<file path="src/rtl/lsu_pkg.sv">
// Shared types and constants for the load/store unit: FSM states, completion
// status codes, RV32I funct3 encodings and request legality helpers.
package lsu_pkg;

  typedef enum logic [1:0] {
    S_IDLE,
    S_REQ,
    S_WAIT,
    S_DONE
  } lsu_state_e;

  typedef enum logic [1:0] {
    ERR_OK       = 2'b00,
    ERR_MISALIGN = 2'b01,
    ERR_ILLEGAL  = 2'b10,
    ERR_TIMEOUT  = 2'b11
  } lsu_err_e;

  localparam logic [2:0] F3_LB  = 3'b000;
  localparam logic [2:0] F3_LH  = 3'b001;
  localparam logic [2:0] F3_LW  = 3'b010;
  localparam logic [2:0] F3_LBU = 3'b100;
  localparam logic [2:0] F3_LHU = 3'b101;
  localparam logic [2:0] F3_SB  = 3'b000;
  localparam logic [2:0] F3_SH  = 3'b001;
  localparam logic [2:0] F3_SW  = 3'b010;

  function automatic logic f3_legal(input logic is_load, input logic [2:0] f3);
    if (is_load) return f3 inside {F3_LB, F3_LH, F3_LW, F3_LBU, F3_LHU};
    return f3 inside {F3_SB, F3_SH, F3_SW};
  endfunction

  // funct3[1:0] encodes the access size for both loads and stores
  function automatic logic misaligned(input logic [2:0] f3, input logic [1:0] lo);
    case (f3[1:0])
      2'b01:   return lo[0];
      2'b10:   return lo != 2'b00;
      default: return 1'b0;
    endcase
  endfunction

endpackage

</file>
<file path="src/rtl/lsu_if.sv">
// Memory-side bus of the load/store unit: request handshake plus response.
interface lsu_if;
  logic        mem_req_valid;
  logic        mem_req_ready;
  logic        mem_we;
  logic [31:0] mem_addr;
  logic [3:0]  mem_be;
  logic [31:0] mem_wdata;
  logic        mem_rsp_valid;
  logic [31:0] mem_rsp_data;

  modport master (
    output mem_req_valid, mem_we, mem_addr, mem_be, mem_wdata,
    input  mem_req_ready, mem_rsp_valid, mem_rsp_data
  );

  modport slave (
    input  mem_req_valid, mem_we, mem_addr, mem_be, mem_wdata,
    output mem_req_ready, mem_rsp_valid, mem_rsp_data
  );
endinterface

</file>
<file path="src/rtl/lsu_align.sv">
// Combinational lane steering: byte enables, store data replication and
// load lane extraction with sign/zero extension.
module lsu_align
  import lsu_pkg::*;
(
  input  logic [2:0]  funct3,
  input  logic [1:0]  addr_lo,
  input  logic [31:0] wdata,
  input  logic [31:0] rsp_data,
  output logic [3:0]  be,
  output logic [31:0] store_data,
  output logic [31:0] load_data
);

  logic [7:0]  lane_byte;
  logic [15:0] lane_half;

  always_comb begin
    be         = 4'b0000;
    store_data = wdata;
    case (funct3[1:0])
      2'b00: begin
        be         = 4'b0001 << addr_lo;
        store_data = {4{wdata[7:0]}};
      end
      2'b01: begin
        be         = 4'b0011 << addr_lo;
        store_data = {2{wdata[15:0]}};
      end
      2'b10:   be = 4'b1111;
      default: be = 4'b0000;
    endcase
  end

  assign lane_byte = rsp_data[{addr_lo, 3'b000} +: 8];
  assign lane_half = rsp_data[{addr_lo[1], 4'b0000} +: 16];

  always_comb begin
    load_data = '0;
    case (funct3)
      F3_LB:   load_data = {{24{lane_byte[7]}}, lane_byte};
      F3_LH:   load_data = {{16{lane_half[15]}}, lane_half};
      F3_LW:   load_data = rsp_data;
      F3_LBU:  load_data = {24'h0, lane_byte};
      F3_LHU:  load_data = {16'h0, lane_half};
      default: load_data = '0;
    endcase
  end

endmodule

</file>
<file path="src/rtl/load_store_unit.sv">
// Load/store unit: captures one core request, performs a single memory
// transaction with timeout, and reports completion, status and load data.
module load_store_unit
  import lsu_pkg::*;
#(
  parameter int MAX_WAIT = 255
) (
  input  logic        clk,
  input  logic        reset,
  input  logic        start,
  input  logic        is_load,
  input  logic        is_store,
  input  logic [2:0]  funct3,
  input  logic [31:0] addr,
  input  logic [31:0] wdata,
  output logic        busy,
  output logic        done,
  output logic [31:0] rdata,
  output logic [1:0]  err,
  lsu_if.master       mem
);

  localparam int CW = $clog2(MAX_WAIT + 1);
  localparam logic [CW-1:0] LAST = CW'(MAX_WAIT - 1);

  lsu_state_e    state_q, state_d;
  lsu_err_e      err_q, err_d;
  logic [CW-1:0] cnt_q, cnt_d;
  logic [31:0]   addr_q, addr_d;
  logic [31:0]   wdata_q, wdata_d;
  logic [31:0]   rdata_q, rdata_d;
  logic [2:0]    funct3_q, funct3_d;
  logic          is_load_q, is_load_d;
  logic [3:0]    be;
  logic [31:0]   store_data;
  logic [31:0]   load_data;
  logic          in_req;

  lsu_align u_align (
    .funct3     (funct3_q),
    .addr_lo    (addr_q[1:0]),
    .wdata      (wdata_q),
    .rsp_data   (mem.mem_rsp_data),
    .be         (be),
    .store_data (store_data),
    .load_data  (load_data)
  );

  // Progress (handshake or response) wins over timeout in the same cycle
  always_comb begin
    state_d   = state_q;
    err_d     = err_q;
    cnt_d     = cnt_q;
    addr_d    = addr_q;
    wdata_d   = wdata_q;
    rdata_d   = rdata_q;
    funct3_d  = funct3_q;
    is_load_d = is_load_q;
    case (state_q)
      S_IDLE: begin
        if (start && (is_load || is_store)) begin
          if ((is_load && is_store) || !f3_legal(is_load, funct3)) begin
            err_d   = ERR_ILLEGAL;
            state_d = S_DONE;
          end else if (misaligned(funct3, addr[1:0])) begin
            err_d   = ERR_MISALIGN;
            state_d = S_DONE;
          end else begin
            err_d     = ERR_OK;
            addr_d    = addr;
            wdata_d   = wdata;
            funct3_d  = funct3;
            is_load_d = is_load;
            cnt_d     = '0;
            state_d   = S_REQ;
          end
        end
      end
      S_REQ: begin
        cnt_d = cnt_q + 1'b1;
        if (mem.mem_req_ready) begin
          state_d = is_load_q ? S_WAIT : S_DONE;
        end else if (cnt_q >= LAST) begin
          err_d   = ERR_TIMEOUT;
          state_d = S_DONE;
        end
      end
      S_WAIT: begin
        cnt_d = cnt_q + 1'b1;
        if (mem.mem_rsp_valid) begin
          rdata_d = load_data;
          state_d = S_DONE;
        end else if (cnt_q >= LAST) begin
          err_d   = ERR_TIMEOUT;
          state_d = S_DONE;
        end
      end
      S_DONE:  state_d = S_IDLE;
      default: state_d = S_IDLE;
    endcase
  end

  always_ff @(posedge clk or posedge reset) begin
    if (reset) begin
      state_q   <= S_IDLE;
      err_q     <= ERR_OK;
      cnt_q     <= '0;
      addr_q    <= '0;
      wdata_q   <= '0;
      rdata_q   <= '0;
      funct3_q  <= '0;
      is_load_q <= 1'b0;
    end else begin
      state_q   <= state_d;
      err_q     <= err_d;
      cnt_q     <= cnt_d;
      addr_q    <= addr_d;
      wdata_q   <= wdata_d;
      rdata_q   <= rdata_d;
      funct3_q  <= funct3_d;
      is_load_q <= is_load_d;
    end
  end

  assign in_req = (state_q == S_REQ);
  assign busy   = (state_q != S_IDLE);
  assign done   = (state_q == S_DONE);
  assign err    = err_q;
  assign rdata  = rdata_q;

  // Bus outputs are forced to zero outside REQ so reset leaves them quiet
  assign mem.mem_req_valid = in_req;
  assign mem.mem_we        = in_req & ~is_load_q;
  assign mem.mem_addr      = in_req ? {addr_q[31:2], 2'b00} : 32'h0;
  assign mem.mem_be        = in_req ? be : 4'b0000;
  assign mem.mem_wdata     = in_req ? store_data : 32'h0;

endmodule

</file>
<file path="src/flat_wrapper.sv">
// flat-port wrapper written by rule: the top's interface ports become plain ports
module load_store_unit_flat import lsu_pkg::*;
#(
  parameter int MAX_WAIT = 255
)
  (clk, reset, start, is_load, is_store, funct3, addr, wdata, busy, done, rdata, err, mem_mem_req_valid, mem_mem_we, mem_mem_addr, mem_mem_be, mem_mem_wdata, mem_mem_req_ready, mem_mem_rsp_valid, mem_mem_rsp_data);
  lsu_if mem_i ();
  input  logic clk;
  input  logic reset;
  input  logic start;
  input  logic is_load;
  input  logic is_store;
  input  logic [2:0] funct3;
  input  logic [31:0] addr;
  input  logic [31:0] wdata;
  output logic busy;
  output logic done;
  output logic [31:0] rdata;
  output logic [1:0] err;
  output wire logic [$bits(mem_i.mem_req_valid)-1:0] mem_mem_req_valid;
  output wire logic [$bits(mem_i.mem_we)-1:0] mem_mem_we;
  output wire logic [$bits(mem_i.mem_addr)-1:0] mem_mem_addr;
  output wire logic [$bits(mem_i.mem_be)-1:0] mem_mem_be;
  output wire logic [$bits(mem_i.mem_wdata)-1:0] mem_mem_wdata;
  input wire logic [$bits(mem_i.mem_req_ready)-1:0] mem_mem_req_ready;
  input wire logic [$bits(mem_i.mem_rsp_valid)-1:0] mem_mem_rsp_valid;
  input wire logic [$bits(mem_i.mem_rsp_data)-1:0] mem_mem_rsp_data;
  assign mem_mem_req_valid = mem_i.mem_req_valid;
  assign mem_mem_we = mem_i.mem_we;
  assign mem_mem_addr = mem_i.mem_addr;
  assign mem_mem_be = mem_i.mem_be;
  assign mem_mem_wdata = mem_i.mem_wdata;
  assign mem_i.mem_req_ready = mem_mem_req_ready;
  assign mem_i.mem_rsp_valid = mem_mem_rsp_valid;
  assign mem_i.mem_rsp_data = mem_mem_rsp_data;
  load_store_unit #(.MAX_WAIT(MAX_WAIT)) u_core (.clk(clk), .reset(reset), .start(start), .is_load(is_load), .is_store(is_store), .funct3(funct3), .addr(addr), .wdata(wdata), .busy(busy), .done(done), .rdata(rdata), .err(err), .mem(mem_i));
endmodule
</file>
<file path="config.mk">
export PLATFORM = sky130hd
export DESIGN_NAME = load_store_unit_flat
export DESIGN_NICKNAME = d
export VERILOG_FILES = /design/src/rtl/lsu_pkg.sv /design/src/rtl/lsu_if.sv /design/src/rtl/lsu_align.sv /design/src/rtl/load_store_unit.sv /design/src/flat_wrapper.sv
export SDC_FILE = /design/constraint.sdc
export NUM_CORES = 1
export LEC_CHECK = 0
export ABC_AREA = 1
export CAP_MARGIN = 30
export CORE_MARGIN = 2
export CORE_UTILIZATION = 23
export DETAILED_ROUTE_END_ITERATION = 6
export PLACE_DENSITY = 0.56
export SLEW_MARGIN = 10
export SYNTH_ARGS = -nofsm -noshare
export SYNTH_HDL_FRONTEND = slang
export SYNTH_SLANG_ARGS = --single-unit
</file>
<file path="constraint.sdc">
create_clock -name clk -period 4.27 [get_ports clk]
set_input_delay 0.427 -clock clk [delete_from_list [all_inputs] [get_ports clk]]
set_output_delay 0.427 -clock clk [all_outputs]
set_load 0.01 [all_outputs]
</file>
==> impl_metrics.csv <==
group,metric,value,unit
sta,skew,0.0121,ns
placement,dpl.cell_count,1439,
clock_network,post_cts_buffers,0,
clock_network,cts_sinks,112,
power,p_comb_share,52.0,%
sta,slew_headroom,42.3,%
power,p_int,0.00321,W
sta,rsz0062_at_grt,"false",
logic_synthesis,synth.yosys.seq_area_share,44.4,%
power,clkPwrFrac,15.4,%
logic_synthesis,synth-edff-count,0,
final_layout,fin_cells,1455,
power,ir_drop,0.231,mV
setup_path,cp.arrival,2.76,ns
power,totalPowerFinal,0.00569,W
power,p_seq_share,32.6,%
placement,place_ws,1.40,ns
final_layout,fin_nets,1224,
grt,grt_pass1_wl,32.7,mm
placement,hpwlAfterDp,15.4,mm
setup_path,cp_max_fo,22,
die,io_pins,212,
logic_synthesis,ys.flop_type,"dfrtp_1",
setup_path,worstSetupStartpointType,"flip-flop",
final_layout,design_area,0.00898,mm^2
sta,fmax,314,MHz
logic_synthesis,ys_types,30,
setup_path,max_stage_delay,0.58,ns
clock_network,clk_latency,0.37,ns
logic_synthesis,synthArstFlopShare,100,%
grt,grt_pass1_vias,5999,
die,core_area,0.0270,mm^2
final_layout,n_antenna_cell,0,
power,switchingPower,0.00247,W
sta,hold_viol_final,0,
sta,period_share,74.6,%
grt,antenna_found_initial,1,
final_layout,drive_gt1_share,5.03,%
sta,finalSetupTns,0,ns
setup_path,crit_required,3.84,ns
grt,track_usage,14.5,%
clock_network,cts_root_buf,"clkbuf_16",
logic_synthesis,yosys.cell_count.top_type,"nand2_1",
placement,place_area,0.00868,mm^2
setup_path,timing.critical_path.mode_cell,"nor2_1",
grt,overflow,0,
final_layout,area_growth,42.3,%
clock_network,cts_tree,"built",
setup_path,worst_path_max_delay_cell,"clkdlybuf4s50_1",
clock_network,htreeDepth,3,
sta,setup_viol,0,
sta,slew_violations,0,
min_path,worstHoldPathType,"flip-flop to flip-flop",
drt,vias,6306,
final_layout,n_fill_cell,2888,
drt,vias_per_cell,4.33,
power,power.density,633,mW/mm^2
setup_path,worstPathCellList,"inv_2 > nand2_1 > inv_1 > nor2_1 > nor2_1 > clkdlybuf4s50_1",
drt,first_iter_violations,453,
logic_synthesis,syn_avg_cell_area,6.83,um^2
outcome,status,"complete, no violations",
setup_path,cp-end-kind,"output port",
clock_network,cts-hold-fix-buffers,0,
logic_synthesis,syn_inst,924,
drt,wl,21.1,mm
die,die_h,170,um
drt,drc,0,
clock_network,cts_resized,0,
die,start_util,23.4,%
logic_synthesis,yosys_warnings,0,
logic_synthesis,ys_top_cells_by_count,"nand2_1, inv_1, dfrtp_1",
clock_network,cts_buffer_depth,2,
sta,period_minus_slack,3.18,ns
logic_synthesis,ys_seq_elements,112,
placement,gp_congestion,0.821,
setup_path,ff2ff_setup_slack,1.83,ns
setup_path,critPathKind,"flip-flop to output port",
sta,setup_slack,1.09,ns
sta,worstMarginPinSlew,0.864,ns
logic_synthesis,synth_top_area_share,44.4,%
logic_synthesis,yosys.area.top_type,"dfrtp_1",
clock_network,clkSlewWorstSetupHoldPaths,0.08,ns
placement,place.port_buffers,209,
power,sw_frac_of_total,43.5,%
clock_network,numCtsBuffers,9,
drt,ant_nets,0,
logic_synthesis,netlist_area,0.00631,mm^2
logic_synthesis,yosys-top-cells-area,"dfrtp_1, nand2_1, inv_1",
die,design.die.area,0.0288,mm^2
drt,wire_per_inst,14.5,um
job,max_cap_violations,0,
drt,drtPass1Iterations,5,
power,p_leak,4.74,nW
grt,grt_max_degree,109,
die,fp.dieW,170,um
die,rows,60,
[sequential cells by signal (all words and copies together), names as in the netlist]
signal and count:
u_core.is_load_q 1, u_core.err 2, u_core.addr_q 32, u_core.funct3_q 3, u_core.rdata 32, u_core.wdata_q 32, u_core.cnt_q 8, u_core.state_q 2
[worst max-delay path: cells and delay by family, from the launching register on]
| kind | cells | cell delay, ns |
|---|---|---|
| flip-flops | 1 | 0.39 |
| AND/OR/NAND/NOR | 3 | 0.66 |
| buffers and inverters | 3 | 1.33 |
[power groups by stage]
stage                     sequential (W)  combinational, W  clock, W
after detailed placement         0.00187           0.00298         0
after floorplan                  0.00181           0.00168         0
final                            0.00185           0.00296  0.000875
after global placement           0.00187           0.00296         0
after global routing             0.00191           0.00330  0.000945
after CTS                        0.00185           0.00300  0.000909
[final timing paths]
kind	startpoint	to	cells after the start
max	u_core.funct3_q[1]$_DFFE_PP0P_	mem_mem_wdata[11]	6
min	u_core.rdata[10]$_DFFE_PP0P_	u_core.rdata[10]$_DFFE_PP0P_	2
max reg2reg	u_core.addr_q[1]$_DFFE_PP0P_	u_core.rdata[14]$_DFFE_PP0P_	8
min reg2reg	u_core.rdata[10]$_DFFE_PP0P_	u_core.rdata[10]$_DFFE_PP0P_	2
max in group asynchronous	reset	u_core.wdata_q[15]$_DFFE_PP0P_	3
min in group asynchronous	reset	u_core.cnt_q[1]$_DFFE_PP0P_	2
[metrics by stage]
step / hold WS, ns / utilization, %
floorplan: 0.455 / -
global placement: 0.462 / 32.2
detailed placement: 0.467 / 32.2
CTS: 0.489 / 33.3
global route: 0.509 / 33.3
finish: 0.487 / 33.3
[layout by cell type, fill, tap and decap left out, drive strengths merged, types with 8 or more instances in the layout]
master         synthesis  final
clkdlybuf4s50          0    209
ha                     9      9
inv                  152    155
a21oi                 17     17
o22ai                  8      8
nor2                  75     75
nand2                363    363
clkbuf                21      9
nand3                 23     23
or2                    8      8
dfrtp                112    112
o21ai                 96     96
[area by class of cell]
cell class / count / area, um^2 / area share [%]
inverters: 153 / 577 / 6.42
repair buffers: 216 / 2170 / 24.2
clock inverters: 7 / 73.8 / 0.822
multi-input cells: 617 / 2710 / 30.1
well taps: 341 / 427 / 4.75
flip-flops and latches: 112 / 2800 / 31.2
clock buffers: 9 / 225 / 2.51
[logic make-up (layout without fill, tap and decap cells)]
kind of cell	after synthesis	in the layout	synth area share [%]
other	1	2	0.0594
XOR/XNOR	1	1	0.139
flip-flops	112	112	44.4
AND/OR/NAND/NOR	476	476	29.5
adder cells (fa/ha/maj)	9	9	1.78
buffers and inverters	196	385	12.9
AO/OA/AOI/OAI	129	129	11.2
[routing by layer]
metal | wire length, um | vias to the layer above | part of all wire, % | track usage [%]
met5 | 9 | - | 0.043 | 0
met4 | 348 | 2 | 1.7 | 3.42
met3 | 2080 | 25 | 9.9 | 5.29
met2 | 9050 | 234 | 43 | 22.2
met1 | 9590 | 2887 | 45 | 19.5
li1 | - | 3158 | - | -
(Power assumes the default switching activity.)
